[src/rtl/core_control_unit_pkg.sv]
// core_control_unit_pkg: instruction class, ALU op, FSM state and decode encodings
package core_control_unit_pkg;
  typedef enum logic [3:0] {
    CLS_NOP  = 4'h0,
    CLS_LDB  = 4'h1,
    CLS_ALU  = 4'h2,
    CLS_LDI  = 4'h3,
    CLS_JMP  = 4'h4,
    CLS_JZ   = 4'h5,
    CLS_HALT = 4'hF
  } cls_e;
  localparam logic [3:0] ALU_NONE = 4'h0;
  localparam logic [3:0] ALU_ADD  = 4'h1;
  localparam logic [3:0] ALU_SUB  = 4'h2;
  localparam logic [3:0] ALU_AND  = 4'h3;
  localparam logic [3:0] ALU_OR   = 4'h4;
  localparam logic [3:0] ALU_XOR  = 4'h5;
  localparam logic [3:0] ALU_NOT  = 4'h6;
  localparam logic [3:0] ALU_PASS = 4'h7;
  typedef enum logic [2:0] {
    S_IDLE,
    S_FETCH,
    S_DECODE,
    S_OPERAND,
    S_EXEC
  } state_e;
  typedef struct packed {
    logic is_two_byte;
    logic needs_bus;
    logic writes_ac;
    logic is_jump;
    logic is_halt;
  } dec_t;
endpackage

[src/rtl/ccu_decoder.sv]
// ccu_decoder: combinational opcode byte -> instruction attributes
module ccu_decoder
  import core_control_unit_pkg::*;
(
  input  logic [7:0] opc,
  output dec_t       dec
);
  logic [3:0] cls;
  assign cls             = opc[7:4];
  assign dec.is_two_byte = cls == CLS_LDI || cls == CLS_JMP || cls == CLS_JZ;
  assign dec.needs_bus   = cls == CLS_LDB || cls == CLS_ALU;
  assign dec.writes_ac   = cls == CLS_LDB || cls == CLS_ALU || cls == CLS_LDI;
  assign dec.is_jump     = cls == CLS_JMP || cls == CLS_JZ;
  assign dec.is_halt     = cls == CLS_HALT;
endmodule

[src/rtl/core_control_unit.sv]
// core_control_unit: fetch/decode/execute sequencer owning PC, IR, operand and accumulator
module core_control_unit
  import core_control_unit_pkg::*;
#(
  parameter int WIDTH     = 8,
  parameter int CORE_ID_W = 8
) (
  input  logic                 Clk,
  input  logic                 Reset,
  input  logic                 start,
  input  logic [CORE_ID_W-1:0] core_id_in,
  output logic [WIDTH-1:0]     imem_addr,
  input  logic [WIDTH-1:0]     imem_data,
  input  logic [WIDTH-1:0]     BusOut,
  input  logic                 bus_valid,
  output logic                 bus_req,
  input  logic [WIDTH-1:0]     result_ac,
  output logic [WIDTH-1:0]     AC,
  output logic [3:0]           ALU_OP,
  output logic [CORE_ID_W-1:0] coreID,
  output logic                 done
);
  state_e           state, state_nx;
  logic [WIDTH-1:0] pc, ir, opr, dec_in;
  logic [3:0]       cls;
  logic             stall;
  dec_t             dec;
  // in DECODE the opcode is still on the ROM bus, IR only holds it afterwards
  assign dec_in = state == S_DECODE ? imem_data : ir;
  assign cls    = ir[7:4];
  ccu_decoder u_dec (.opc(dec_in[7:0]), .dec(dec));
  always_comb begin
    stall     = dec.needs_bus && !bus_valid;
    imem_addr = state == S_DECODE && dec.is_two_byte ? pc + WIDTH'(1) : pc;
    bus_req   = state == S_EXEC && dec.needs_bus;
    ALU_OP    = state == S_EXEC && cls == CLS_ALU ? ir[3:0] : ALU_NONE;
    state_nx  = state == S_IDLE    ? (start ? S_FETCH : S_IDLE) :
                state == S_FETCH   ? S_DECODE :
                state == S_DECODE  ? (dec.is_two_byte ? S_OPERAND : S_EXEC) :
                state == S_OPERAND ? S_EXEC :
                stall              ? S_EXEC :
                dec.is_halt        ? S_IDLE : S_FETCH;
  end
  always_ff @(posedge Clk or posedge Reset) begin
    if (Reset) begin
      state  <= S_IDLE;
      pc     <= '0;
      ir     <= '0;
      opr    <= '0;
      AC     <= '0;
      coreID <= '0;
      done   <= 1'b0;
    end else begin
      state  <= state_nx;
      coreID <= core_id_in;
      if (state == S_IDLE && start) begin
        pc   <= '0;
        done <= 1'b0;
      end
      if (state == S_DECODE) begin
        ir <= imem_data;
        pc <= pc + WIDTH'(1);
      end
      if (state == S_OPERAND) begin
        opr <= imem_data;
        pc  <= pc + WIDTH'(1);
      end
      if (state == S_EXEC && !stall) begin
        if (dec.writes_ac) AC <= cls == CLS_LDB ? BusOut : cls == CLS_ALU ? result_ac : opr;
        if (dec.is_jump && (cls == CLS_JMP || AC == '0)) pc <= opr;
        if (dec.is_halt) done <= 1'b1;
      end
    end
  end
endmodule

[config.mk]
export PLATFORM = sky130hd
export DESIGN_NAME = core_control_unit
export DESIGN_NICKNAME = d
export VERILOG_FILES = /design/src/rtl/core_control_unit_pkg.sv /design/src/rtl/ccu_decoder.sv /design/src/rtl/core_control_unit.sv
export SDC_FILE = /design/constraint.sdc
export NUM_CORES = 1
export LEC_CHECK = 0
export CORE_AREA = 2 2 60 84
export CTS_BUF_LIST = sky130_fd_sc_hd__clkbuf_8
export DETAILED_ROUTE_END_ITERATION = 10
export DIE_AREA = 0 0 62 86
export PLACE_DENSITY_LB_ADDON = 0.05
export SLEW_MARGIN = 5
export SYNTH_ARGS = -nofsm -noshare
export SYNTH_HDL_FRONTEND = slang
export SYNTH_HIERARCHICAL = 1
export SYNTH_SLANG_ARGS = --single-unit
[constraint.sdc]
create_clock -name Clk -period 4.4 [get_ports Clk]
set_input_delay 0.66 -clock Clk [delete_from_list [all_inputs] [get_ports Clk]]
set_output_delay 0.66 -clock Clk [all_outputs]
set_load 0.03 [all_outputs]
=== Yosys cells after proc, flatten, opt, wreduce, memory -nomap -nowiden ===
Cells that the tools add are included.

* Flip-flop bits (word level): 44
* Bits of input ports: 36
* RAM bits: 0
* Word-level logic and storage cells: 61
* Output and inout port bits: 30
* Bits in read-only memories: 0
* Bits in latches: 0
* Memories: 0

* Bitwise operators: 0
* Multiply operators: 0
* Muxes and demuxes: 21
* Shift-type cells: 0
* Div/mod/pow operators: 0
* Equal/unequal tests: 13
* $add $sub $neg: 1
* Order comparisons: 0
* Reduce and logical (&&, ||, !) cells: 18

{| class="wikitable"
|+ Operators with widths
! operator !! number
|-
| 2-to-1 mux 8 bit || 9
|-
| 2-to-1 mux 3 bit || 6
|-
| equality test 4 x 2 -> 1 bit, second input constant || 3
|-
| equality test 4 x 3 -> 1 bit, second input constant || 3
|-
| adder 8 x 1 -> 8 bit, second input constant || 1
|-
| equality test 4 x 1 -> 1 bit, second input constant || 2
|-
| zero test 8 bit || 1
|-
| logical AND 1 bit || 7
|-
| equality test 3 x 2 -> 1 bit, second input constant || 2
|-
| logical OR 1 bit || 6
|-
| 2-to-1 mux 1 bit || 5
|-
| equality test 4 bit, second input constant || 1
|-
| 2-to-1 mux 4 bit || 1
|-
| equality test 3 x 1 -> 1 bit, second input constant || 1
|-
| equality test 3 bit, second input constant || 1
|-
| zero test 3 bit || 1
|-
| zero test 1 bit || 2
|-
| AND reduction 2 bit || 1
|}

=== Depth between registers and ports, before layout ===
* Depth after elaboration: 10
* Gate-level depth with buffers: 11
* Gate-level depth less buffers: 8

=== By module ===
Netlist, hierarchy kept.

{| class="wikitable"
|+ By module, submodules not included
! module !! instances !! cells each !! seq. area each (um^2) !! area an instance (um^2)
|-
| core_control_unit || 1 || 195 || 1101.1 || 2336.0
|-
| ccu_decoder || 1 || 7 || 0.0 || 61.3
|}

=== Worst setup path after synthesis ===
Ideal clock, no wire load.

* Path type: flip-flop to output port
* From: register state[2]
* To: output port imem_addr[7]
* Buffers on the path: 2
* Cell stages (with the launch flop): 10
* Arrival time: 2.513 ns
* Slack: 1.227 ns
* Data required time: 3.740 ns
* Path through: dfrtp_1 buf_4 nor3b_1 buf_4 mux2_2 nor3b_2 a31o_1 nand2_4 nor3_2 xor2_1

{| class="wikitable"
|+ RTL lines
! element !! line !! source
|-
| start, declared || core_control_unit.sv:23 || <nowiki>state_e state, state_nx;</nowiki>
|-
| start signal, assigned || core_control_unit.sv:54 || <nowiki>state <= state_nx;</nowiki>
|-
| end, declared || core_control_unit.sv:12 || <nowiki>output logic [WIDTH-1:0] imem_addr,</nowiki>
|}

==> reports/qor.tcl <==
set qor(root_buffer) {clkbuf_8}
set qor(die_x_um) 62
set qor(clkSinkCount) 44
set qor(worstPathCellList) {nor3b_1 > mux2_2 > nor3b_2 > a31o_1 > nand2_4 > nor3_2 > xor2_1 > clkdlybuf4s50_1}
set qor(number_of_global_route_vias_before_repair) 1784
set qor(placement_rows) 29
set qor(mostFrequentLayoutCell) {clkdlybuf4s50_1}
set qor(timing.setup.critical_path_class) {reg2out}
set qor(routed_via_density) 5.62
set qor(synth_async_sr_flop_share_pct) 100
set qor(critical-path-slowest-cell) {clkdlybuf4s50_1}
set qor(yosysSeqAreaShare_pct) 45.9
set qor(grt_start_max_net_pins) 27
set qor(synthToLayoutAreaGrowth_pct) 31.5
set qor(drt_first_iter_violations) 143
set qor(ctsLongestPathBuffers) 2
set qor(overflow) 0
set qor(timing.final.hold_violations) 0
set qor(route.detailed.drc) 0
set qor(setup_slack_ps) 227
set qor(cp-end-kind) {output port}
set qor(drtPass1Iterations) 4
set qor(globalplace.congestion) 0.936
set qor(fin_tns_setup_ps) 0
set qor(floorplan.die.height_um) 86
set qor(total_leakage_power_nw) 1.32
set qor(dpl-instance-area_um2) 3070
set qor(number_of_enable_flip_flop_cells_after_synthesis) 0
set qor(outcome) {completed}
set qor(worst_ep_required_time_ps) 3740
set qor(timing_worst_slew_pin_value_ps) 1000
set qor(unrepaired_setup_endpoints_after_global_routing) {false}
set qor(floorplan.initialDensity_pct) 52.9
set qor(path_max_fanout) 9
set qor(cts.repair.resized) 0
set qor(num_antenna_cells) 0
set qor(clock_transition_time_at_the_flip_flop_clock_pins_of_the_worst_setup_and_hold_paths_ps) 90
set qor(netlist.top_cell.by_area) {dfrtp_1}
set qor(post_synth_num_cell_types) 51
set qor(cpPeakStageDelay_ps) 680
set qor(synth_flop_cell) {dfrtp_1}
set qor(num_vias) 1856
set qor(antenna_found_initial) 0
set qor(synthCells) 202
set qor(grt_first_pass_wirelength_um) 8710
set qor(post_placement_worst_setup_slack_ps) 520
set qor(synth.area.top_cells) {dfrtp_1, mux2_2, a211oi_2}
set qor(post-cts-setup-buffer-count) 0
set qor(yosys.area.top_type_share_pct) 45.9
set qor(fp.coreArea_um2) 4540
set qor(globalRouteTotalUtil_pct) 22.0
set qor(synth_warnings) 6
set qor(worst-endpoint-arrival_ps) 3510
set qor(most-common-layout-cells) {clkdlybuf4s50_1, dfrtp_1, mux2_2}
set qor(num_io_pins) 66
set qor(final.period_utilization_pct) 94.8
set qor(finalCoreUtilization_pct) 69.5
set qor(synth.ff_latch_count) 44
set qor(synth.cell_area_um2) 2400
set qor(period_needed_ps) 4170
set qor(timing.critical_path.from_type) {flip-flop}
set qor(slew-limit-headroom_pct) 33.1
set qor(wirelength_um) 5470
set qor(cts_tree) {yes}
set qor(critical_path.top_delay_family) {simple AND/OR/NAND/NOR gates}
set qor(syn-mean-instance-area_um2) 11.9
set qor(final_routed_wire_length_divided_by_cell_count_um) 16.6
set qor(floorplan.die_area_um2) 5330
set qor(fmax_mhz) 240
set qor(fin_worst_skew_ps) 12.1
set qor(cap_violations) 0
set qor(place.port_buffers) 65
set qor(cts_buffers) 5
set qor(max-vdd-ir-drop_v) 0.000460
set qor(syn_nets) 239
set qor(layout-drive-gt1-share_pct) 21.3
set qor(finalSetupViolations) 0
set qor(num-nets-final) 305
set qor(maxSlewViolCount) 0
set qor(insertion_delay_ps) 290
set qor(holdBufCountCts) 0
set qor(holdCritPathClass) {reg2reg}
set qor(post-route-cell-area_um2) 3150
set qor(dp_hpwl_um) 4180
set qor(buffers_inverters_on_critical_path) 1
set qor(route.antenna.remaining_nets) 0
set qor(cellPowerDensity_nw_per_um2) 579
set qor(htree_levels) 2
report_power, final:
group,leakage [nW],internal (mW),switching [mW]
logic,0.726,0.404,0.464
registers,0.544,0.552,0.164
clock network,0.0452,0.106,0.134
total,1.32,1.06,0.762
per-layer routing:
| layer | vias up | track usage (%) | wire length [um] |
|---|---|---|---|
| met2 | 58 | 37.3 | 2910 |
| met5 | - | 0 | 0 |
| met1 | 911 | 27.4 | 2260 |
| met4 | 0 | 7.35 | 106 |
| li1 | 876 | - | - |
| met3 | 11 | 3.77 | 197 |
state kept, by name, indices dropped and copies added, names as in the netlist:
register	cells
coreID	8
done	1
pc	8
state	3
opr	8
ir	8
AC	8
cells by family (layout without fill, tap and decap cells):
kind of cell / count (synthesis) / in the layout / synth area share, %
adders and majority gates: 1 / 1 / 0.522
muxes: 30 / 30 / 13.6
DFF: 44 / 44 / 45.9
AOI/OAI and AO/OA: 37 / 37 / 12.2
and+or+nand+nor: 71 / 71 / 21.6
buffers and inverters: 11 / 77 / 3.29
xor gates and xnor gates: 8 / 8 / 2.92
synth_stat cells (5+ instances only):
cell type  count
dfrtp_1       44
mux2_2        18
mux2i_1        9
a211oi_2       8
a21o_1         8
nand2_1        7
nor2_2         7
o21ai_0        7
a31oi_1        6
and3_1         6
nand3_1        6
nor2_1         6
xor2_1         5
final timing paths:
| check | from | end | slack, ps | cells past startpoint |
|---|---|---|---|---|
| worst max-delay path | state[1] | imem_addr[6] | 230 | 8 |
| worst min-delay path | ir[2] | ir[2] | 500 | 1 |
| worst max register to register | state[1] | pc[0] | 1510 | 8 |
| worst min register to register | ir[2] | ir[2] | 500 | 1 |
| max in group asynchronous | Reset | AC[2] | 2660 | 3 |
| min in group asynchronous | Reset | pc[7] | 900 | 2 |
through the flow:
step	std cells	hold slack, ps	total power, mW
floorplan	202	472	1.32
global placement	323	478	1.58
detailed placement	323	486	1.59
CTS	330	506	1.83
global route	330	524	1.93
finish	330	502	1.82
final cells by class:
cell class	instances	area, um^2
tap	62	77.6
fill	359	1380
inverter	2	7.51
clock buffer	5	68.8
multi-input combinational	147	1220
sequential	44	1100
timing repair buffer	68	671
clock inverter	2	8.76
Power figures use the tool's default switching activity.
